**src/rtl/pc_fetch_unit.sv**
```systemverilog
// Program-counter, fetch and control-transfer unit: owns PC/IR and the instruction bus,
// resolves branches locally and hands everything else to the execute controller.
module pc_fetch_unit #(
    parameter int                ADDR_W   = 9,
    parameter logic [ADDR_W-1:0] RESET_PC = '0,
    parameter int                CNT_W    = 16
) (
    input  logic              clk,
    input  logic              reset,
    input  logic [15:0]       in,
    input  logic              mem_ready,
    output logic [1:0]        mem_cmd,
    output logic [ADDR_W-1:0] mem_addr,
    output logic [15:0]       instruction,
    input  logic              flag_n,
    input  logic              flag_v,
    input  logic              flag_z,
    output logic              issue_valid,
    input  logic              exec_done,
    input  logic [1:0]        exec_mem_cmd,
    input  logic [ADDR_W-1:0] exec_mem_addr,
    input  logic [ADDR_W-1:0] exec_target,
    output logic              link_we,
    output logic [ADDR_W-1:0] link_pc,
    output logic              halt,
    output logic [CNT_W-1:0]  retired
);

    // state | meaning
    // RST   | one cycle after reset, bus idle
    // IF    | read mem[PC], hold until mem_ready
    // DEC   | decode IR, resolve branches/BL, PC already incremented
    // EXEC  | execute controller owns the bus until exec_done
    // HALT  | stopped, only reset leaves
    typedef enum logic [2:0] {
        ST_RST,
        ST_IF,
        ST_DEC,
        ST_EXEC,
        ST_HALT
    } state_t;

    localparam logic [1:0] MEM_NONE = 2'b00;
    localparam logic [1:0] MEM_READ = 2'b01;

    localparam logic [2:0] OPC_NOP  = 3'b000;
    localparam logic [2:0] OPC_BCC  = 3'b001;
    localparam logic [2:0] OPC_BR   = 3'b010;
    localparam logic [2:0] OPC_HALT = 3'b111;

    localparam logic [1:0] OP_BX  = 2'b00;
    localparam logic [1:0] OP_BLX = 2'b10;
    localparam logic [1:0] OP_BL  = 2'b11;

    state_t              state, state_n;
    logic [ADDR_W-1:0]   pc, pc_n;
    logic [15:0]         ir, ir_n;
    logic                retire;

    logic [2:0]          opcode;
    logic [1:0]          op;
    logic [2:0]          cond;
    logic [ADDR_W-1:0]   imm;
    logic [ADDR_W-1:0]   target;
    logic                taken;

    assign opcode      = ir[15:13];
    assign op          = ir[12:11];
    assign cond        = ir[10:8];
    assign instruction = ir;

    // Narrow address spaces simply keep the low bits; the modular sum is identical.
    if (ADDR_W > 8) begin : g_sext
        assign imm = {{(ADDR_W-8){ir[7]}}, ir[7:0]};
    end else begin : g_trunc
        assign imm = ir[ADDR_W-1:0];
    end

    assign target = pc + imm;

    always_comb begin
        taken = 1'b0;
        case (cond)
            3'b000:  taken = 1'b1;
            3'b001:  taken = flag_z;
            3'b010:  taken = !flag_z;
            3'b011:  taken = flag_n ^ flag_v;
            3'b100:  taken = (flag_n ^ flag_v) | flag_z;
            3'b101:  taken = !(flag_n ^ flag_v);
            3'b110:  taken = !(flag_n ^ flag_v) & !flag_z;
            default: taken = 1'b0;
        endcase
    end

    always_ff @(posedge clk) begin
        if (reset) begin
            state   <= ST_RST;
            pc      <= RESET_PC;
            ir      <= '0;
            retired <= '0;
        end else begin
            state <= state_n;
            pc    <= pc_n;
            ir    <= ir_n;
            if (retire && (retired != {CNT_W{1'b1}})) begin
                retired <= retired + CNT_W'(1);
            end
        end
    end

    always_comb begin
        state_n     = state;
        pc_n        = pc;
        ir_n        = ir;
        retire      = 1'b0;
        mem_cmd     = MEM_NONE;
        mem_addr    = pc;
        issue_valid = 1'b0;
        link_we     = 1'b0;
        link_pc     = '0;
        halt        = 1'b0;

        case (state)
            ST_RST: begin
                state_n = ST_IF;
            end

            ST_IF: begin
                mem_cmd = MEM_READ;
                if (mem_ready) begin
                    ir_n    = in;
                    pc_n    = pc + ADDR_W'(1);
                    state_n = ST_DEC;
                end
            end

            ST_DEC: begin
                state_n = ST_IF;
                case (opcode)
                    OPC_NOP: begin
                        retire = 1'b1;
                    end
                    OPC_BCC: begin
                        retire = 1'b1;
                        if (taken) begin
                            pc_n = target;
                        end
                    end
                    OPC_BR: begin
                        case (op)
                            OP_BL: begin
                                link_we = 1'b1;
                                link_pc = pc;
                                pc_n    = target;
                                retire  = 1'b1;
                            end
                            OP_BX, OP_BLX: begin
                                state_n = ST_EXEC;
                            end
                            default: begin
                                retire = 1'b1;
                            end
                        endcase
                    end
                    OPC_HALT: begin
                        retire  = 1'b1;
                        state_n = ST_HALT;
                    end
                    default: begin
                        state_n = ST_EXEC;
                    end
                endcase
            end

            ST_EXEC: begin
                issue_valid = 1'b1;
                mem_cmd     = exec_mem_cmd;
                mem_addr    = exec_mem_addr;
                if (exec_done) begin
                    retire  = 1'b1;
                    state_n = ST_IF;
                    if (opcode == OPC_BR) begin
                        pc_n = exec_target;
                        // Link written on the done cycle so the controller reads R7 first.
                        if (op == OP_BLX) begin
                            link_we = 1'b1;
                            link_pc = pc;
                        end
                    end
                end
            end

            ST_HALT: begin
                halt = 1'b1;
            end

            default: begin
                state_n = ST_RST;
            end
        endcase
    end

endmodule

```
**config.mk**
```make
export PLATFORM = sky130hd
export DESIGN_NAME = pc_fetch_unit
export DESIGN_NICKNAME = d
export VERILOG_FILES = /design/src/rtl/pc_fetch_unit.sv
export SDC_FILE = /design/constraint.sdc
export NUM_CORES = 1
export LEC_CHECK = 0
export BUFFER_PORTS_ARGS = -buffer_cell sky130_fd_sc_hd__buf_4
export CORE_MARGIN = 2
export CORE_UTILIZATION = 30
export DETAILED_ROUTE_END_ITERATION = 8
export GPL_ROUTABILITY_DRIVEN = 0
export HOLD_SLACK_MARGIN = 0.1
export MAX_ROUTING_LAYER = met4
export REMOVE_ABC_BUFFERS = 1
export SYNTH_ARGS = -nofsm -noshare
export SYNTH_HDL_FRONTEND = slang
export SYNTH_SLANG_ARGS = --single-unit
```
**constraint.sdc**
```tcl
create_clock -name clk -period 3.26 [get_ports clk]
set_clock_uncertainty 0.05 [all_clocks]
set_input_delay 0.489 -clock clk [delete_from_list [all_inputs] [get_ports clk]]
set_output_delay 0.489 -clock clk [all_outputs]
set_load 0.01 [all_outputs]
```
==> results of run 1 <==
cells in the mapped netlist, drive strengths merged (3+ instances only):
cell     n
nor2b   11
nand3   12
buf      5
nor3     6
o21ai    6
inv     11
nor2    31
ha       9
and2    18
a211oi   8
nor4b    3
nand2   81
a21oi   30
nor3b    4
or3      6
xnor2   13
mux2     4
clkbuf   9
a311oi   6
nand2b   4
and3     3
xor2     3
dfxtp   44
state kept, by name, indices dropped and copies added, names as in the netlist:
register / count
pc: 9
instruction: 16
retired: 16
state: 3
worst max-delay path: cells and delay by family, from the launching register on:
family,cells,cell delay (ns)
compound gates,1,0.07
buf+inv,2,0.19
simple gates,6,1.24
flops,1,0.55
how the worst max path moves through the flow:
stage / from / to / slack [ns]
floorplan: state[0]$_SDFFE_PP0P_ / link_pc[0] / 0.34
global placement: state[2]$_SDFFE_PP0P_ / pc[7]$_SDFFE_PP0P_ / 0.67
CTS: state[0]$_SDFFE_PP0P_ / link_pc[1] / 0.31
detailed placement: state[2]$_SDFFE_PP0P_ / pc[7]$_SDFFE_PP0P_ / 0.58
global route: state[0]$_SDFFE_PP0P_ / link_pc[5] / 0.003
finish: state[0]$_SDFFE_PP0P_ / link_pc[1] / 0.39
logic make-up (layout without fill, tap and decap cells):
kind of cell	count (synthesis)	after routing	share of synthesized area (%)
multiplexers	6	6	2.40
flip-flops	44	44	32.5
XOR/XNOR	16	16	5.17
adder cells (fa/ha/maj)	10	10	4.90
AND/OR/NAND/NOR	185	185	33.4
AO/OA/AOI/OAI	67	67	17.6
buffers and inverters	25	120	3.97
routing by layer:
layer  GRT usage [%]  share of wire (%)  wire [µm]  vias to the layer above
met3            3.97                7.0        509                        3
met2            26.0                 48       3490                       69
met5               -                  0          0                        -
li1                -                  -          -                     1401
met4            2.21               0.22         16                        0
met1            18.7                 45       3260                     1226
power by group through the flow:
stage	logic [W]	registers [W]	clock network [W]
4_1_cts	0.000220	0.000585	0.000433
5_1_grt	0.000243	0.000590	0.000450
3_5_place_dp	0.000219	0.000598	0
6_report	0.000218	0.000585	0.000416
3_3_place_gp	0.000217	0.000598	0
2_1_floorplan	0.000108	0.000595	0
stage by stage:
stage	hold slack, ns	cells	total power (W)
2_1_floorplan	0.432	339	0.000704
3_3_place_gp	0.418	548	0.000815
3_5_place_dp	0.420	548	0.000818
4_1_cts	0.378	556	0.00124
5_1_grt	0.376	556	0.00128
6_report	0.379	556	0.00122
layout make-up:
class,instances,share of cell area (%)
Multi-Input combinational cell,284,47.2
Sequential cell,44,24.2
Timing Repair Buffer,101,20.8
Tap cell,108,3.71
Clock buffer,6,1.99
Inverter,11,1.13
Clock inverter,2,0.962
layout by cell type (no fill, tap or decap), types with 2 or more instances in the layout:
master	Yosys	routed
a211oi_1	7	7
o211ai_1	2	2
mux2_2	4	4
xnor2_1	13	13
nor2_2	2	2
inv_1	10	10
nor3_1	6	6
and3_1	3	3
nor2b_1	10	10
ha_1	9	9
and2_1	18	18
dfxtp_1	44	44
buf_4	0	101
xor2_1	3	3
o21ai_0	5	5
a21oi_1	28	28
clkbuf_8	0	5
mux2i_1	2	2
nor3b_1	4	4
nor2_1	29	29
or3_1	6	6
o21a_1	2	2
nand2_1	81	81
a311oi_1	6	6
nand3_1	12	12
a21oi_2	2	2
nand4_1	2	2
a31oi_1	2	2
nand2b_1	4	4
==> out/qor.yml, run 1 <==
r2r-end: "pc[6]$_SDFFE_PP0P_"
clk_latency_ns: 0.30
post_cts_resized: 0
ys_seq_elements: 44
crit_fanout: 12
hold_class: "in2reg"
tightest_slew_ns: 0.658
antenna_left: 0
grt_pass1_vias: 2552
grt_max_degree: 52
min_period_ns: 2.87
drc: 0
r2r_setup_slack_ns: 0.58
required_ns: 2.72
grt_first_pass_wirelength_mm: 12.0
post-route-cell-area_um2: 3640
synth_flop_cell: "dfxtp_1"
htree_num_levels: 2
cts_tree: "built"
p_comb_share_pct: 17.9
clockBufferDepth: 2
cts_root_buf: "clkbuf_8"
synth_cell_types: 54
p_sw_share_pct: 26.6
utilization_pct: 41.8
dr.pass1.iters: 5
register_area_um2: 881
status: "completed"
hpwl_mm: 5.37
reg2regPathDepth: 10
synth_area_per_cell_um2: 7.67
start_util_pct: 31.1
critical_path.most_common_cell: "nand2_1"
finalHoldViolations: 0
drt_wl_total_mm: 7.28
core_um2: 8720
rsz0062_at_grt: "no"
syn_inst: 353
post_cts_buffers: 0
route.vias.total: 2699
post_drt_via_cell_ratio: 4.85
cts_sinks: 44
die_h_um: 99.0
track_usage_pct: 15.3
wire_per_inst_um: 13.1
p_int_w: 0.000894
ys_seq_area_share_pct: 32.5
dieArea_um2: 9810
critPathMaxStageDelay_ns: 0.55
async_reset_ff_share_pct: 0
crit_arrival_ns: 2.33
syn_area_um2: 2710
setup_viol: 0
cts_buffers: 5
ir_worst_vdd_mv: 0.191
critPathLaunchType: "flip-flop"
rows: 34
max_freq_mhz: 348
grt_overflow: 0
yosysWarnings: 0
cts_hold_buf: 0
synthDominantCellAreaShare_pct: 32.5
dpl-instance-area_um2: 3540
r2r_start: "state[2]$_SDFFE_PP0P_"
drive_gt1_share_pct: 27.9
fillCellCount: 930
ios: 98
synth-edff-count: 0
area_delta_synth_final_pct: 34.5
finalNetCount: 500
finalSetupTns_ns: 0
first_iter_violations: 83
drv_slew: 0
power.leakage_nw: 1.53
critPathSlowestCell: "dfxtp_1"
power.share.clock_pct: 34.1
slew_headroom_pct: 56.0
layout_setup_ws_ns: 0.387
multi_input_area_um2: 1720
p_per_area_nw_per_um2: 334
drv_cap: 0
num_antenna_cells: 0
min_from: "in[3]"
min_to: "instruction[3]$_SDFFE_PP0P_"
pwr-share-seq_pct: 48.0
yosysTopAreaCell: "dfxtp_1"
switchingPower_w: 0.000325
pre_cts_slack_ns: 0.581
cts.clk_slew.worst_paths_ns: 0.09
period_share_pct: 88.1
crit_type: "reg2out"
ys_top_cells_by_area: "dfxtp_1 33%, nand2_1 11%, a21oi_1 5.2%"
min_path_cells: 3
antenna_found_initial: 0
fp.dieW_um: 99.0
cp_cell_sequence: "nor2b_2 -> nand2_1 -> inv_2 -> nand2_1 -> nor2_1 -> a21oi_1 -> nor4b_4 -> and2_1 -> buf_4"
endpoint_kind: "output pin"
port_buffers: 97
Note: power is estimated with default switching activity, not from simulation.
==> run 2, diff against run 1 <==
RECOVER_POWER = 100   (was unset)
==> run 2 against run 1 <==
Hold slack worse by 0.00076 ns. Clock power hardly changed. Worst setup slack worse by 0.017 ns. Via count is 0.15% lower. Non-clock buffer count stayed put. Critical path type unchanged. Critical endpoint is now link_pc[3].
==> out/qor.yml, run 2 (synthesis results as in run 1) <==
grt_max_degree: 52  # unchanged
final_cell_mix: "81 x nand2_1, 54 x buf_4, 47 x clkbuf_1"  # was 101 x buf_4, 81 x nand2_1, 44 x dfxtp_1
cp_cell_sequence: "nor2b_2 -> nand2_1 -> clkinv_1 -> nand2_1 -> nor2_1 -> a21oi_1 -> nor4b_4 -> and2_1 -> clkbuf_1"  # was nor2b_2 -> nand2_1 -> inv_2 -> nand2_1 -> nor2_1 -> a21oi_1 -> nor4b_4 -> and2_1 -> buf_4
finalNetCount: 500  # unchanged
tightest_slew_ns: 1.03  # was 0.658 ns
first_iter_violations: 95  # was 83
drc: 0  # unchanged
start_util_pct: 31.1  # unchanged
cts.clk_slew.worst_paths_ns: 0.09  # about the same
cts_sinks: 44  # unchanged
wire_per_inst_um: 13.1  # about the same
critPathMaxStageDelay_ns: 0.54  # was 0.55 ns
crit_start: "state[0]$_SDFFE_PP0P_"  # unchanged
grt_pass1_vias: 2552  # unchanged
min_path_cells: 3  # unchanged
pre_cts_slack_ns: 0.581  # unchanged
finalSetupTns_ns: 0  # unchanged
setup_viol: 0  # unchanged
clockBufferDepth: 2  # unchanged
cts_buffers: 5  # unchanged
track_usage_pct: 15.3  # unchanged
hpwl_mm: 5.37  # unchanged
max_freq_mhz: 346  # was 348 MHz
critical_path.most_common_cell: "nand2_1"  # unchanged
drt_wl_total_mm: 7.31  # was 7.28 mm
cts_root_buf: "clkbuf_8"  # unchanged
required_ns: 2.72  # about the same
num_antenna_cells: 0  # unchanged
placed_cells: 548  # unchanged
antenna_found_initial: 0  # unchanged
crit_type: "reg2out"  # unchanged
critPathSlowestCell: "dfxtp_1"  # unchanged
hold_class: "in2reg"  # unchanged
final_cells: 556  # unchanged
multi_input_area_um2: 1690  # was 1720 µm²
critPathTopFamily: "simple AND/OR/NAND/NOR gates"  # unchanged
rsz0062_at_grt: "no"  # unchanged
finalHoldViolations: 0  # unchanged
port_buffers: 97  # unchanged
core_um2: 8720  # unchanged
die_h_um: 99.0  # unchanged
endpoint_kind: "output pin"  # unchanged
drive_gt1_share_pct: 16.5  # was 27.9%
power_w: 0.00120  # was 0.00122 W
cts_hold_buf: 0  # unchanged
period_share_pct: 88.6  # was 88.1%
min_from: "in[3]"  # unchanged
ios: 98  # unchanged
fp.dieW_um: 99.0  # unchanged
grt_first_pass_wirelength_mm: 12.0  # unchanged
dr.pass1.iters: 5  # unchanged
cp.buffers_inverters: 2  # unchanged
post_drt_via_cell_ratio: 4.85  # about the same
layout_setup_ws_ns: 0.371  # was 0.387 ns
crit_arrival_ns: 2.35  # was 2.33 ns
post_cts_resized: 0  # unchanged
r2r_start: "state[2]$_SDFFE_PP0P_"  # unchanged
r2r_setup_slack_ns: 0.57  # was 0.58 ns
cts_tree: "built"  # unchanged
clk_latency_ns: 0.30  # about the same
p_per_area_nw_per_um2: 348  # was 334 nW/µm²
grt_overflow: 0  # unchanged
rows: 34  # unchanged
min_to: "instruction[3]$_SDFFE_PP0P_"  # unchanged
crit_cells: 9  # unchanged
slew_headroom_pct: 30.9  # was 56.0%
min_period_ns: 2.89  # was 2.87 ns
r2r-end: "retired[15]$_SDFFE_PP0P_"  # was pc[6]$_SDFFE_PP0P_
area_delta_synth_final_pct: 26.9  # was 34.5%
route.vias.total: 2695  # was 2699
ir_worst_vdd_mv: 0.191  # about the same
power.leakage_nw: 1.33  # was 1.53 nW
fillCellCount: 963  # was 930
htree_num_levels: 2  # unchanged
reg2regPathDepth: 6  # was 10
post_cts_buffers: 0  # unchanged
antenna_left: 0  # unchanged
final_common_cell: "nand2_1"  # was buf_4
dieArea_um2: 9810  # unchanged
drv_cap: 0  # unchanged
crit_fanout: 12  # unchanged
register_area_um2: 881  # unchanged
critPathLaunchType: "flip-flop"  # unchanged
drv_slew: 0  # unchanged
status: "completed"  # unchanged
utilization_pct: 39.4  # was 41.8%
run 2: how the worst max path moves through the flow:
stage	to	slack, ns
finish	link_pc[3]	0.37
global route	link_pc[3]	0.001
CTS	link_pc[1]	0.31
detailed placement	pc[7]$_SDFFE_PP0P_	0.58
global placement	pc[7]$_SDFFE_PP0P_	0.67
floorplan	link_pc[0]	0.34
run 2: worst register-to-register path, delay by kind of cell (launching register included):
kind / cells / cell delay [ns]
and+or+nand+nor: 3 / 0.74
DFF: 1 / 0.39
muxes: 1 / 0.30
AOI/OAI and AO/OA: 2 / 1.11
run 2: cell type report:
| type | instances | area share, % |
|---|---|---|
| Tap cell | 108 | 3.93 |
| Clock inverter | 2 | 1.02 |
| Inverter | 11 | 1.20 |
| Timing Repair Buffer | 101 | 17.0 |
| Clock buffer | 6 | 2.11 |
| Multi-Input combinational cell | 284 | 49.2 |
| Sequential cell | 44 | 25.6 |
run 2: power by group:
part / leakage [nW] / internal, W / switching, W
clock network: 0.0552 / 0.000228 / 0.000188
registers: 0.358 / 0.000558 / 0.0000265
logic: 0.915 / 0.0000901 / 0.000107
run 2: metal layers:
layer	routed length, µm	track usage [%]	vias to the layer above
li1	-	-	1405
met1	3290	18.7	1216
met2	3470	26.0	71
met3	528	3.97	3
met4	16	2.21	0
met5	0	-	-
run 2: per-stage QoR:
step | hold WS [ns] | instance area [µm²]
floorplan | 0.432 | 2640
global placement | 0.418 | 3540
detailed placement | 0.420 | 3540
CTS | 0.378 | 3640
global route | 0.376 | 3440
finish | 0.378 | 3440
==> run 3, diff against run 2 <==
ABC_AREA = 1   (was unset)
==> run 3 against run 2 <==
Sequential share of layout area down 1.7 points. Hold slack got worse by 0.012 ns. Register-to-register slack hardly changed. Worst setup slack improved by 0.18 ns. First-iteration DRC count fell by 11%. Synthesized cell count up 31%. Utilization shrank 1.8 points. Area after synthesis rose by 11%. Cell count is 24% higher. Sequential cell count stayed put. Fmax is 6.8% higher.
==> out/qor.yml, run 3 <==
switchingPower_w: 0.000526  # was 0.000322 W
reg2regPathDepth: 15  # was 6
route.vias.total: 3146  # was 2695
pwr-share-seq_pct: 43.5  # was 48.8%
async_reset_ff_share_pct: 0  # unchanged
drv_slew: 0  # unchanged
cts.clk_slew.worst_paths_ns: 0.08  # was 0.09 ns
final_cell_mix: "126 x nand2_1, 57 x inv_1, 57 x nor2_1"  # was 81 x nand2_1, 54 x buf_4, 47 x clkbuf_1
cp.buffers_inverters: 2  # unchanged
dpl-instance-area_um2: 3840  # was 3540 µm²
die_h_um: 104  # was 99.0 µm
min_from: "in[12]"  # was in[3]
drv_cap: 0  # unchanged
post_cts_resized: 0  # unchanged
htree_num_levels: 2  # unchanged
grt_pass1_vias: 3052  # was 2552
yosysWarnings: 0  # unchanged
num_antenna_cells: 0  # unchanged
min_period_ns: 2.71  # was 2.89 ns
synth_fa_ha_area_share_pct: 4.40  # was 4.90%
wire_per_inst_um: 12.1  # was 13.1 µm
crit_fanout: 11  # was 12
port_buffers: 97  # unchanged
power.share.clock_pct: 25.3  # was 34.7%
track_usage_pct: 16.2  # was 15.3%
synthDominantCellAreaShare_pct: 29.2  # was 32.5%
yosys.area_share.simple_pct: 35.6  # was 33.4%
r2r_setup_slack_ns: 0.57  # about the same
r2r_start: "state[1]$_SDFFE_PP0P_"  # was state[2]$_SDFFE_PP0P_
dr.pass1.iters: 4  # was 5
clk_latency_ns: 0.30  # about the same
antenna_found_initial: 0  # unchanged
p_int_w: 0.000917  # was 0.000876 W
start_util_pct: 30.8  # was 31.1%
synth_area_per_cell_um2: 6.51  # was 7.67 µm²
cts_root_buf: "clkbuf_8"  # unchanged
p_per_area_nw_per_um2: 392  # was 348 nW/µm²
antenna_left: 0  # unchanged
placed_cells: 681  # was 548
setup_viol: 0  # unchanged
critPathTopFamily: "simple AND/OR/NAND/NOR gates"  # unchanged
drt_wl_total_mm: 8.37  # was 7.31 mm
fp.dieW_um: 104  # was 99.0 µm
final_cells: 689  # was 556
finalHoldViolations: 0  # unchanged
endpoint_kind: "output pin"  # unchanged
first_iter_violations: 85  # was 95
cts_hold_buf: 0  # unchanged
rsz0062_at_grt: "no"  # unchanged
ys_top_cells_by_count: "117 x nand2_1, 56 x nor2_1, 55 x inv_1"  # was 81 x nand2_1, 44 x dfxtp_1, 29 x nor2_1
dieArea_um2: 10900  # was 9810 µm²
cts_tree: "built"  # unchanged
synth_top_family_by_area: "simple AND/OR/NAND/NOR gates"  # unchanged
finalSetupTns_ns: 0  # unchanged
critPathSlowestCell: "a31oi_2"  # was dfxtp_1
clockBufferDepth: 2  # unchanged
status: "completed"  # unchanged
final_common_cell: "nand2_1"  # unchanged
post_drt_via_cell_ratio: 4.57  # was 4.85
crit_arrival_ns: 2.17  # was 2.35 ns
syn_inst: 463  # was 353
syn_area_um2: 3020  # was 2710 µm²
tightest_slew_ns: 0.753  # was 1.03 ns
power.leakage_nw: 1.56  # was 1.33 nW
core_um2: 9770  # was 8720 µm²
synth_flop_cell: "dfxtp_1"  # unchanged
synth_cell_types: 32  # was 54
rows: 36  # was 34
ir_worst_vdd_mv: 0.161  # was 0.191 mV
ys_seq_elements: 44  # unchanged
grt_overflow: 0  # unchanged
required_ns: 2.72  # about the same
slew_headroom_pct: 49.7  # was 30.9%
hold_class: "in2reg"  # unchanged
grt_first_pass_wirelength_mm: 14.1  # was 12.0 mm
cp_cell_sequence: "inv_1 -> nand2_1 -> nor3_1 -> a31oi_2 -> nor2_1 -> clkbuf_1"  # was nor2b_2 -> nand2_1 -> clkinv_1 -> nand2_1 -> nor2_1 -> a21oi_1 -> nor4b_4 -> and2_1 -> clkbuf_1
critPathMaxStageDelay_ns: 0.53  # was 0.54 ns
area_delta_synth_final_pct: 22.1  # was 26.9%
ios: 98  # unchanged
post-route-cell-area_um2: 3680  # was 3440 µm²
hpwl_mm: 6.39  # was 5.37 mm
finalNetCount: 608  # was 500
ys_seq_area_share_pct: 29.2  # was 32.5%
period_share_pct: 83.0  # was 88.6%
drive_gt1_share_pct: 14.7  # was 16.5%
post_cts_buffers: 0  # unchanged
max_freq_mhz: 370  # was 346 MHz
utilization_pct: 37.7  # was 39.4%
synth_compound_area_share_pct: 15.9  # was 17.6%
min_path_cells: 3  # unchanged
holdWs_ns: 0.366  # was 0.378 ns
cts_sinks: 44  # unchanged
crit_type: "reg2out"  # unchanged
yosysMostFrequentCell: "nand2_1"  # unchanged
p_sw_share_pct: 36.4  # was 26.9%
critPathLaunchType: "flip-flop"  # unchanged
p_comb_share_pct: 31.2  # was 16.5%
synth-edff-count: 0  # unchanged
cts_buffers: 5  # unchanged
min_to: "instruction[12]$_SDFFE_PP0P_"  # was instruction[3]$_SDFFE_PP0P_
ys_top_cells_by_area: "dfxtp_1 29%, nand2_1 15%, nor2_1 7.0%"  # was dfxtp_1 33%, nand2_1 11%, a21oi_1 5.2%
yosysTopAreaCell: "dfxtp_1"  # unchanged
synthMuxAreaShare_pct: 0  # was 2.40%
drc: 0  # unchanged
r2r-end: "pc[6]$_SDFFE_PP0P_"  # was retired[15]$_SDFFE_PP0P_
grt_max_degree: 38  # was 52
synth-xor-area-share_pct: 4.65  # was 5.17%
-- run 3: cell families after synthesis --
logic type,Yosys count
AOI/OAI and AO/OA,84
xor gates and xnor gates,16
adders and majority gates,10
buffers and inverters,74
DFF,44
and+or+nand+nor,235
-- run 3: worst max-delay path by stage --
| stage | startpoint | end | slack, ns | cells after the start |
|---|---|---|---|---|
| finish | state[0]$_SDFFE_PP0P_ | link_pc[6] | 0.55 | 6 |
| global placement | state[1]$_SDFFE_PP0P_ | pc[6]$_SDFFE_PP0P_ | 0.80 | 15 |
| CTS | state[0]$_SDFFE_PP0P_ | link_pc[6] | 0.63 | 7 |
| global route | state[1]$_SDFFE_PP0P_ | pc[6]$_SDFFE_PP0P_ | 0.31 | 15 |
| floorplan | state[1]$_SDFFE_PP0P_ | pc[6]$_SDFFE_PP0P_ | 0.99 | 15 |
| detailed placement | state[1]$_SDFFE_PP0P_ | pc[6]$_SDFFE_PP0P_ | 0.72 | 15 |
-- run 3: final cells by class --
class                           instances  area, µm²
Fill cell                            1125       6090
Sequential cell                        44        881
Tap cell                              133        166
Timing Repair Buffer                   97        526
Multi-Input combinational cell        345       1780
Inverter                               62        235
Clock buffer                            8       90.1
-- run 3: through the flow --
stage          total power [W]  worst slack, ns
5_1_grt                0.00154            0.309
2_1_floorplan         0.000937            0.986
6_report               0.00144            0.554
3_5_place_dp           0.00115            0.723
3_3_place_gp           0.00114            0.800
4_1_cts                0.00152            0.627
-- run 3: power groups by stage --
stage	clock, W	combinational, W	sequential [W]
6_report	0.000365	0.000451	0.000627
5_1_grt	0.000397	0.000511	0.000634
4_1_cts	0.000381	0.000508	0.000629
3_5_place_dp	0	0.000505	0.000641
3_3_place_gp	0	0.000498	0.000639
2_1_floorplan	0	0.000293	0.000644
-- run 3: per-layer routing --
| metal | share of wire, % | GRT usage (%) | vias up |
|---|---|---|---|
| li1 | - | - | 1646 |
| met2 | 48 | 27.9 | 84 |
| met3 | 6.0 | 3.57 | 14 |
| met1 | 45 | 19.2 | 1402 |
| met4 | 1.2 | 3.76 | 0 |
| met5 | 0 | - | - |
-- run 3: worst min-delay path, delay by kind of cell --
| kind | cells | cell delay, ns |
|---|---|---|
| and+or+nand+nor | 2 | 0.11 |
| buffers and inverters | 1 | 0.08 |
